===== config.mk =====
export PLATFORM = sky130hd
export DESIGN_NAME = adc128s102_responder
export DESIGN_NICKNAME = d
export VERILOG_FILES = /design/src/rtl/adc_pkg.sv /design/src/rtl/edge_sync.sv /design/src/rtl/adc128s102_responder.sv
export SDC_FILE = /design/constraint.sdc
export NUM_CORES = 1
export LEC_CHECK = 0
export ABC_AREA = 1
export BUFFER_PORTS_ARGS = -buffer_cell sky130_fd_sc_hd__clkbuf_2
export CAP_MARGIN = 5
export CORE_UTILIZATION = 35
export DETAILED_ROUTE_END_ITERATION = 6
export REMOVE_ABC_BUFFERS = 1
export SLEW_MARGIN = 20
export SYNTH_ARGS = -nofsm -noshare
export SYNTH_HDL_FRONTEND = slang
export SYNTH_SLANG_ARGS = --single-unit

===== constraint.sdc =====
create_clock -name clk_32M -period 3.4 [get_ports clk_32M]
set_clock_uncertainty 0.15 [all_clocks]
set_input_delay 0 -clock clk_32M [delete_from_list [all_inputs] [get_ports clk_32M]]
set_output_delay 0 -clock clk_32M [all_outputs]
set_load 0.005 [all_outputs]

===== src/rtl/adc_pkg.sv =====
// Shared constants and FSM state encoding for the ADC128S102 responder model.
package adc_pkg;

    localparam int unsigned NUM_CH         = 8;
    localparam int unsigned DATA_W         = 12;
    localparam int unsigned FRAME_BITS     = 16;
    localparam int unsigned ADDR_FIRST_BIT = 2;
    localparam int unsigned ADDR_W         = 3;

    // Bit counter must hold 0..FRAME_BITS inclusive.
    localparam int unsigned CNT_W = $clog2(FRAME_BITS + 1);

    // After a full frame the first din bit sits in the control register MSB,
    // so ADD2 (sampled on rising edge ADDR_FIRST_BIT+1) lands at this index.
    localparam int unsigned ADDR_MSB_IDX = FRAME_BITS - 1 - ADDR_FIRST_BIT;

    typedef enum logic [1:0] {
        IDLE  = 2'd0,
        LOAD  = 2'd1,
        SHIFT = 2'd2,
        DONE  = 2'd3
    } state_e;

endpackage


===== src/rtl/edge_sync.sv =====
// Multi-flop synchronizer with single-cycle rise/fall pulses on the
// synchronized level.
//   clk, rst_n : clock, async active-low reset
//   d          : asynchronous input
//   q          : synchronized level (registered)
//   rise_c     : one-cycle pulse when q goes 0->1
//   fall_c     : one-cycle pulse when q goes 1->0
module edge_sync #(
    parameter int unsigned STAGES  = 2,
    parameter logic        RST_VAL = 1'b0
) (
    input  logic clk,
    input  logic rst_n,
    input  logic d,
    output logic q,
    output logic rise_c,
    output logic fall_c
);

    logic [STAGES-1:0] chain;
    logic              q_prev;

    // Synchronizer chain plus one history flop for edge detection.
    always_ff @(posedge clk or negedge rst_n) begin
        if (!rst_n) begin
            chain  <= {STAGES{RST_VAL}};
            q_prev <= RST_VAL;
        end else begin
            chain[0] <= d;
            for (int i = 1; i < int'(STAGES); i++) begin
                chain[i] <= chain[i-1];
            end
            q_prev <= chain[STAGES-1];
        end
    end

    assign q      = chain[STAGES-1];
    assign rise_c = q & ~q_prev;
    assign fall_c = ~q & q_prev;

endmodule


===== src/rtl/adc128s102_responder.sv =====
// Behavioural responder for an ADC128S102 SPI ADC: returns one of eight
// channel values per 16-bit frame, addressed by the previous frame.
//   clk_32M    : system clock
//   rst_n      : async active-low reset
//   sck/cs/din : SPI from initiator (asynchronous, synchronized here)
//   ch_data    : eight DATA_W-bit channel values, channel n at [n*DATA_W +: DATA_W]
//   dout       : SPI data to initiator, MSB first
//   dout_oe    : DOUT drive enable (low = tri-stated)
//   frame_done : one-cycle pulse after a complete frame
//   cur_addr   : channel address latched from the last complete frame
module adc128s102_responder #(
    parameter int unsigned SYNC_STAGES = 2,
    parameter int unsigned DATA_W      = 12
) (
    input  logic                                clk_32M,
    input  logic                                rst_n,
    input  logic                                sck,
    input  logic                                cs,
    input  logic                                din,
    input  logic [adc_pkg::NUM_CH*DATA_W-1:0]   ch_data,
    output logic                                dout,
    output logic                                dout_oe,
    output logic                                frame_done,
    output logic [adc_pkg::ADDR_W-1:0]          cur_addr
);

    import adc_pkg::*;

    localparam logic [CNT_W-1:0]    CNT_FULL = CNT_W'(FRAME_BITS);
    localparam int unsigned         FLUSH_W  = $clog2(SYNC_STAGES + 1);

    // Synchronized inputs and edge pulses
    logic sck_lvl_unused, sck_rise_c, sck_fall_c;
    logic cs_s, cs_rise_unused, cs_fall_c;
    logic din_s, din_rise_unused, din_fall_unused;

    edge_sync #(.STAGES(SYNC_STAGES), .RST_VAL(1'b1)) u_sync_sck (
        .clk    (clk_32M),
        .rst_n  (rst_n),
        .d      (sck),
        .q      (sck_lvl_unused),
        .rise_c (sck_rise_c),
        .fall_c (sck_fall_c)
    );

    edge_sync #(.STAGES(SYNC_STAGES), .RST_VAL(1'b1)) u_sync_cs (
        .clk    (clk_32M),
        .rst_n  (rst_n),
        .d      (cs),
        .q      (cs_s),
        .rise_c (cs_rise_unused),
        .fall_c (cs_fall_c)
    );

    edge_sync #(.STAGES(SYNC_STAGES), .RST_VAL(1'b0)) u_sync_din (
        .clk    (clk_32M),
        .rst_n  (rst_n),
        .d      (din),
        .q      (din_s),
        .rise_c (din_rise_unused),
        .fall_c (din_fall_unused)
    );

    // Registered state
    state_e                  state, state_nxt;
    logic [FRAME_BITS-1:0]   sr, sr_nxt;
    logic [FRAME_BITS-1:0]   ctrl, ctrl_nxt;
    logic [CNT_W-1:0]        cnt, cnt_nxt;
    logic [ADDR_W-1:0]       addr_nxt;
    logic                    done_nxt;
    logic                    dout_r, dout_nxt;
    logic [FLUSH_W-1:0]      flush_cnt;
    logic                    flushed;
    logic                    armed;
    logic [DATA_W-1:0]       ch_sel;

    // The synchronizers reset to cs=1; until they have flushed, a low cs
    // looks like a falling edge. Arm only once cs is genuinely seen high so
    // a reset released mid-frame cannot start a frame.
    assign flushed = (flush_cnt == FLUSH_W'(SYNC_STAGES));

    assign ch_sel = ch_data[32'(cur_addr) * DATA_W +: DATA_W];

    // State and datapath registers
    always_ff @(posedge clk_32M or negedge rst_n) begin
        if (!rst_n) begin
            state      <= IDLE;
            sr         <= '0;
            ctrl       <= '0;
            cnt        <= '0;
            cur_addr   <= '0;
            frame_done <= 1'b0;
            dout_r     <= 1'b0;
            flush_cnt  <= '0;
            armed      <= 1'b0;
        end else begin
            state      <= state_nxt;
            sr         <= sr_nxt;
            ctrl       <= ctrl_nxt;
            cnt        <= cnt_nxt;
            cur_addr   <= addr_nxt;
            frame_done <= done_nxt;
            dout_r     <= dout_nxt;
            if (!flushed) begin
                flush_cnt <= flush_cnt + FLUSH_W'(1);
            end
            armed <= armed | (flushed & cs_s);
        end
    end

    // Next-state and datapath logic
    always_comb begin
        state_nxt = state;
        sr_nxt    = sr;
        ctrl_nxt  = ctrl;
        cnt_nxt   = cnt;
        addr_nxt  = cur_addr;
        done_nxt  = 1'b0;
        dout_nxt  = 1'b0;

        unique case (state)
            IDLE: begin
                if (cs_fall_c && armed) begin
                    state_nxt = LOAD;
                end
            end

            LOAD: begin
                if (cs_s) begin
                    state_nxt = IDLE;
                end else begin
                    sr_nxt    = {{(FRAME_BITS - DATA_W){1'b0}}, ch_sel};
                    ctrl_nxt  = '0;
                    cnt_nxt   = '0;
                    state_nxt = SHIFT;
                end
            end

            SHIFT: begin
                if (cs_s) begin
                    // Aborted frame: address and done pulse untouched.
                    state_nxt = IDLE;
                end else if (sck_rise_c) begin
                    ctrl_nxt = {ctrl[FRAME_BITS-2:0], din_s};
                    if (cnt != CNT_FULL) begin
                        cnt_nxt = cnt + CNT_W'(1);
                    end
                    if (cnt_nxt == CNT_FULL) begin
                        addr_nxt  = ctrl_nxt[ADDR_MSB_IDX -: ADDR_W];
                        done_nxt  = 1'b1;
                        state_nxt = DONE;
                    end
                end else if (sck_fall_c && cnt != '0 && cnt != CNT_FULL) begin
                    sr_nxt = {sr[FRAME_BITS-2:0], 1'b0};
                end
            end

            DONE: begin
                if (cs_s) begin
                    state_nxt = IDLE;
                end
            end

            default: state_nxt = IDLE;
        endcase

        if (state_nxt == SHIFT && cnt_nxt != CNT_FULL) begin
            dout_nxt = sr_nxt[FRAME_BITS-1];
        end
    end

    // Drive only while selected and armed; dout is forced low when not driven.
    assign dout_oe = ~cs_s & armed;
    assign dout    = dout_r & dout_oe;

endmodule


==> summary.md, run 1 <==
| Metric | Value |
|---|---|
| Fillers | 885 |
| Fmax | 428.9 MHz |
| Worst min-delay path class | input pin to register |
| Post-DRT Antenna Nets | 0 |
| Worst hold path cell count | 5 |
| DP Worst Slack | 1.078 ns |
| Num Clock Sinks | 52 |
| Max Transition Viols Final | 0 |
| Synth Warn # | 0 |
| Crit-path max FO | 14 |
| Post-synth cell types | 30 |
| Syn avg cell area | 7.249 um^2 |
| Io pins | 107 |
| Post-cts resize count | 0 |
| Vias in the first global route | 3013 |
| Peak supply drop | 0.2291 mV |
| Crit path cell chain | inv_1 -> ha_1 -> inv_2 -> nor2_4 -> a21oi_4 -> inv_2 -> nand2_2 -> inv_2 -> nand2_1 -> nand2_1 |
| Drt first pass iters | 7 |
| Reg2reg end | sr[2] |
| Post-synth EDFFs | 0 |
| Synth Instances | 445 |
| Root buffer selected by CTS | clkbuf_8 |
| TritonCTS buffer count | 5 |
| Iter 0 DRT Violations | 206 |
| Req. time, crit path | 3.49 ns |
| Number of hold violations in the final report | 0 |
| IO buf count | 106 |
| Area growth, synth to finish | 21.76% |
| HPWL after DPL | 6161 um |
| Nets | 650 |
| CP max-delay cell | dfrtp_1 |
| Maximum number of pins on one net before global-route repair | 51 |
| Post-CTS Setup Inserts | 0 |
| Final Cell Area | 3928 um^2 |
| Clock network latency to the later pin of the worst-skew pair | 0.30 ns |
| Hold Path End | sr[0] |
| Worst endpoint data arrival time | 2.42 ns |
| DP Area | 3797 um^2 |
| Cell Count, Final, Fillers Out | 651 |
| First-pass GRT wire length | 13940 um |
| Largest stage delay on the critical path | 0.42 ns |
| Via count | 3216 |
| Setup ws final | 1.068 ns |
| Most common cell after layout, fill and taps aside | clkbuf_2 |
| Startpoint types | register |
| Status | finished, violations left |
| Die area | 9604 um^2 |
| WL/cell | 12.63 um |
| Vias per cell | 4.940 |
| Global Route Usage Sum | 0.1756 |
| Clk slew on worst S/H paths | 0.09 ns |
| Hold Buf Count CTS | 4 |
| Gpl congestion | 0.8464 |
| Longest Clk Path Bufs | 2 |
| Yosys reg bits | 52 |
| Mapped cell area | 3226 um^2 |
| Layout cells sized above 1 | 0.2597 |
| Leak | 0.002001 uW |
| Worst setup path class | register to register |
| Async SR Flop Fraction | 1.000 |
| Reg2reg path depth | 10 |
| Worst slew pin tran | 0.7252 ns |
| Pwr dens | 440.3 nW/um^2 |
| Fin crit share | 0.6858 |
| CTS tree | built |
| Congestion Overflow GR | 0 |
| R2R setup slack | 1.07 ns |
| Worst slew margin | 0.5147 |
| Crit end category | register |
| Placed instance count | 639 |
| Main synth FF type | dfrtp_1 |
| Num rows | 34 |
| Worst r2r src | state[0] |
| RSZ-0062 raised after global routing | no |
| Max-cap viol count | 0 |
| Hold path start | ch_data[36] |
| Drt total wl | 8221 um |
| CP most frequent cell | inv_2 |
| Antenna Cells | 0 |
| Die X | 98 um |
| Most frequent cells in the layout | 106 x clkbuf_2, 99 x nand2_1, 80 x nor2_1, 64 x o21ai_0, 46 x dfrtp_1 |
| Failing checks | DRC |
| Die Y | 98 um |
| Min cycle time layout | 2.332 ns |
| Final setup viols | 0 |
| Seq/Total Area, Yosys | 0.4057 |
| Total Neg Setup Slack | 0 ns |
| Core area | 8806 um^2 |
| Initial Util | 0.3663 |
| DRC viols | 16 |
| Initial antenna violation count | 0 |
| H-tree Lvls | 2 |
cells in the mapped netlist, types with 2 or more instances:
library cell,number,area (um^2)
dfstp_2,6,157.7
buf_2,9,45.04
clkbuf_1,11,41.29
nand3_2,2,20.02
nand3_1,26,130.1
o31ai_1,6,45.04
nand4_1,3,18.77
nor2_2,2,12.51
buf_6,2,22.52
nor2_4,3,33.78
o21ai_0,64,320.3
o211ai_1,24,180.2
o22ai_1,2,12.51
ha_1,7,87.58
nand2_2,4,25.02
a31oi_1,2,12.51
nor2_1,80,300.3
buf_4,3,22.52
o21ai_1,2,10.01
inv_2,4,15.01
inv_1,30,112.6
dfrtp_1,46,1151
a21oi_1,2,10.01
nand2_1,99,371.6
metrics by stage:
| step | hold WS (ns) | util | power [uW] |
|---|---|---|---|
| floorplan | -0.4456 | - | 1186 |
| global placement | -0.08859 | 0.4312 | 1364 |
| finish | 0.01581 | 0.4460 | 1729 |
| CTS | 0.01667 | 0.4460 | 1751 |
| detailed placement | -0.08084 | 0.4312 | 1385 |
| global route | 0.04106 | 0.4460 | 1883 |
kinds of logic after synthesis:
kind of cell,synth area share
buffers and inverters,0.08029
adders and majority gates,0.02715
and+or+nand+nor,0.2933
DFF,0.4057
AOI/OAI and AO/OA,0.1881
xor gates and xnor gates,0.005432
area by class of cell:
cell class | instances | area, um^2 | area share
clock buffers | 8 | 90.09 | 0.02294
inverters | 34 | 127.6 | 0.03249
multi-input cells | 334 | 1658 | 0.4221
flip-flops and latches | 52 | 1309 | 0.3332
well taps | 108 | 135.1 | 0.03441
repair buffers | 115 | 608.1 | 0.1548
flip-flops by register name (all words and copies together) (netlist names), 2 cells and up:
| signal | count |
|---|---|
| ctrl | 13 |
| cnt | 5 |
| cur_addr | 3 |
| state | 2 |
| u_sync_din.chain | 2 |
| u_sync_cs.chain | 2 |
| sr | 16 |
| u_sync_sck.chain | 2 |
| flush_cnt | 2 |
power by group:
part,internal [uW],switching [uW]
registers,716,60.8
logic,202,397
clock network,166,188
total,1080,645
worst max-delay path by stage:
| stage | start | endpoint | slack (ns) |
|---|---|---|---|
| 2_1_floorplan | cur_addr[0] | sr[11] | 0.87 |
| 3_3_place_gp | state[0] | sr[5] | 1.20 |
| 3_5_place_dp | state[0] | sr[2] | 1.08 |
| 4_1_cts | state[0] | sr[2] | 1.05 |
| 5_1_grt | state[0] | sr[6] | 0.83 |
| 6_report | state[0] | sr[2] | 1.07 |
worst max-delay path, delay by kind of cell, from the launching register on:
family | cells | cell delay (ns)
buffers and inverters | 4 | 0.60
AO/OA/AOI/OAI | 1 | 0.14
AND/OR/NAND/NOR | 4 | 0.56
adder cells (fa/ha/maj) | 1 | 0.40
flip-flops | 1 | 0.42
routing by layer:
| metal | vias to the layer above | global-route usage | share of wire |
|---|---|---|---|
| li1 | 1655 | - | - |
| met1 | 1461 | 0.2352 | 0.46 |
| met4 | 0 | 0.03497 | 0.0088 |
| met2 | 92 | 0.2969 | 0.47 |
| met3 | 8 | 0.03221 | 0.068 |
| met5 | - | 0 | 0 |
Power figures use the tool's default switching activity.
==> run 2: changes to the inputs <==
Clock period 3.4 ns to 1.9 ns, I/O delays scaled along.
==> run 2 against run 1 <==
The run still ends with DRC left. Sequential power grew 79%. Routed wire length fell by 1.6%. Total power up 92%. Design area grew 4.7%. Utilization up 2.1 points. Setup slack worse by 0.96 ns.
==> summary.md, run 2 (same netlist as run 1, synthesis figures left out) <==
| Metric | Value |
|---|---|
| H-tree Lvls | 2 |
| Most common cell after layout, fill and taps aside | clkbuf_2 |
| Cell Count, Final, Fillers Out | 661 |
| Final setup viols | 0 |
| Initial antenna violation count | 0 |
| Failing checks | DRC |
| Max reg flops | 16 |
| Min cycle time layout | 1.791 ns |
| Sw Pwr | 1247 uW |
| Die X | 98 um |
| Startpoint types | register |
| Total Neg Setup Slack | 0 ns |
| Root buffer selected by CTS | clkbuf_8 |
| DRC viols | 16 |
| HPWL after DPL | 5949 um |
| Num rows | 34 |
| Die area | 9604 um^2 |
| Placed instance count | 647 |
| Worst min-delay path class | input pin to register |
| Worst slew margin | 0.5886 |
| Fillers | 891 |
| Maximum number of pins on one net before global-route repair | 50 |
| TritonCTS buffer count | 5 |
| Status | finished, violations left |
| Core area | 8806 um^2 |
| Clk slew on worst S/H paths | 0.09 ns |
| Clock power share | 0.178 |
| Via count | 3258 |
| Crit end category | register |
| Io pins | 107 |
| Longest Clk Path Bufs | 2 |
| Sequential power share | 0.418 |
| Max Transition Viols Final | 0 |
| CTS tree | built |
| Vias per cell | 4.929 |
| WL/cell | 12.24 um |
| Clock network latency to the later pin of the worst-skew pair | 0.30 ns |
| Congestion Overflow GR | 0 |
| Fin crit share | 0.9424 |
| Top reg by flops | sr |
| Leak | 0.002067 uW |
| Post-DRT Antenna Nets | 0 |
| Crit-path max FO | 3 |
| Layout cells sized above 1 | 0.3020 |
| Top Registers | sr (16), ctrl (13), cnt (5) |
| Initial Util | 0.3663 |
| Num Clock Sinks | 52 |
| Reg area | 1311 um^2 |
| Most frequent cells in the layout | 106 x clkbuf_2, 98 x nand2_1, 77 x nor2_1, 63 x o21ai_0, 44 x dfrtp_1 |
| Worst endpoint data arrival time | 1.84 ns |
| Fmax | 558.5 MHz |
| Worst setup path class | register to register |
| Vias in the first global route | 3004 |
| IO buf count | 106 |
| Drt first pass iters | 6 |
| First-pass GRT wire length | 13680 um |
| Number of hold violations in the final report | 0 |
| Multi-input gate area | 1709 um^2 |
| Combinational share of power | 0.403 |
| Gpl congestion | 0.8687 |
| Worst slew pin tran | 0.6171 ns |
| Nets | 661 |
| RSZ-0062 raised after global routing | yes |
| Die Y | 98 um |
| Pwr Total | 3312 uW |
| Peak supply drop | 0.4906 mV |
| Internal power | 2065 uW |
| Drt total wl | 8088 um |
| Req. time, crit path | 1.95 ns |
| Global Route Usage Sum | 0.1709 |
| Antenna Cells | 0 |
| Switching part of the total | 0.3765 |
| Max-cap viol count | 0 |
| Pwr dens | 805.6 nW/um^2 |
| Iter 0 DRT Violations | 196 |
| Area growth, synth to finish | 27.46% |
-- run 2: per-stage QoR --
stage / hold slack [ns] / worst slack [ns] / utilization / area [um^2]
2_1_floorplan: -0.4456 / -0.6274 / - / 3094
5_1_grt: 0.07349 / -0.04348 / 0.4669 / 4111
6_report: 0.02393 / 0.1095 / 0.4669 / 4111
4_1_cts: 0.02836 / 0.06617 / 0.4592 / 4044
3_3_place_gp: -0.1007 / 0.08116 / 0.4437 / 3908
3_5_place_dp: -0.1005 / 0.009282 / 0.4437 / 3908
-- run 2: what timing repair did --
item,4_1_cts,5_1_grt
hold buffers,4,0
gates resized for setup,0,18
endpoints found under the hold margin,32,0
buffers inserted,2,1
endpoints found under the setup margin,1,29
-- run 2: power by group through the flow --
stage | clock (uW) | sequential (uW) | combinational, uW
6_report | 591 | 1390 | 1340
3_3_place_gp | 0 | 1400 | 1140
5_1_grt | 655 | 1410 | 1520
2_1_floorplan | 0 | 1390 | 736
3_5_place_dp | 0 | 1410 | 1170
4_1_cts | 614 | 1380 | 1220
-- run 2: metal layers --
layer / vias to the layer above / track usage / wire length (um)
met4: 0 / 0.02914 / 94
met2: 104 / 0.2947 / 3869
li1: 1676 / - / -
met1: 1467 / 0.2260 / 3584
met3: 11 / 0.03150 / 540
met5: - / 0 / 0
-- run 2: cell type report --
| type | count | share of cell area |
|---|---|---|
| sequential | 52 | 0.3189 |
| multi-input combinational | 334 | 0.4157 |
| tap | 108 | 0.03287 |
| clock buffer | 5 | 0.01674 |
| timing repair buffer | 126 | 0.1811 |
| clock inverter | 2 | 0.003043 |
| inverter | 34 | 0.03165 |
-- run 2: worst max-delay path: stages, from the launching register on --
cell	delay, ns
dfrtp_1	0.44
buf_4	0.17
ha_1	0.16
or2_2	0.29
a31oi_1	0.14
nand2_1	0.08
nor2_2	0.11
nor2_2	0.05
nand2_1	0.06
nor2_1	0.04
-- run 2: worst paths after layout --
| path | from | end | slack, ns | cells past startpoint |
|---|---|---|---|---|
| min in group asynchronous | rst_n | u_sync_din.chain[0] | 0.09 | 2 |
| max reg2reg | state[1] | dout_r | 0.11 | 9 |
| max in group asynchronous | rst_n | sr[5] | 0.94 | 3 |
| min | ch_data[18] | sr[6] | 0.02 | 7 |
| max | state[1] | dout_r | 0.11 | 9 |
| min reg2reg | u_sync_din.chain[0] | u_sync_din.chain[1] | 0.21 | 0 |
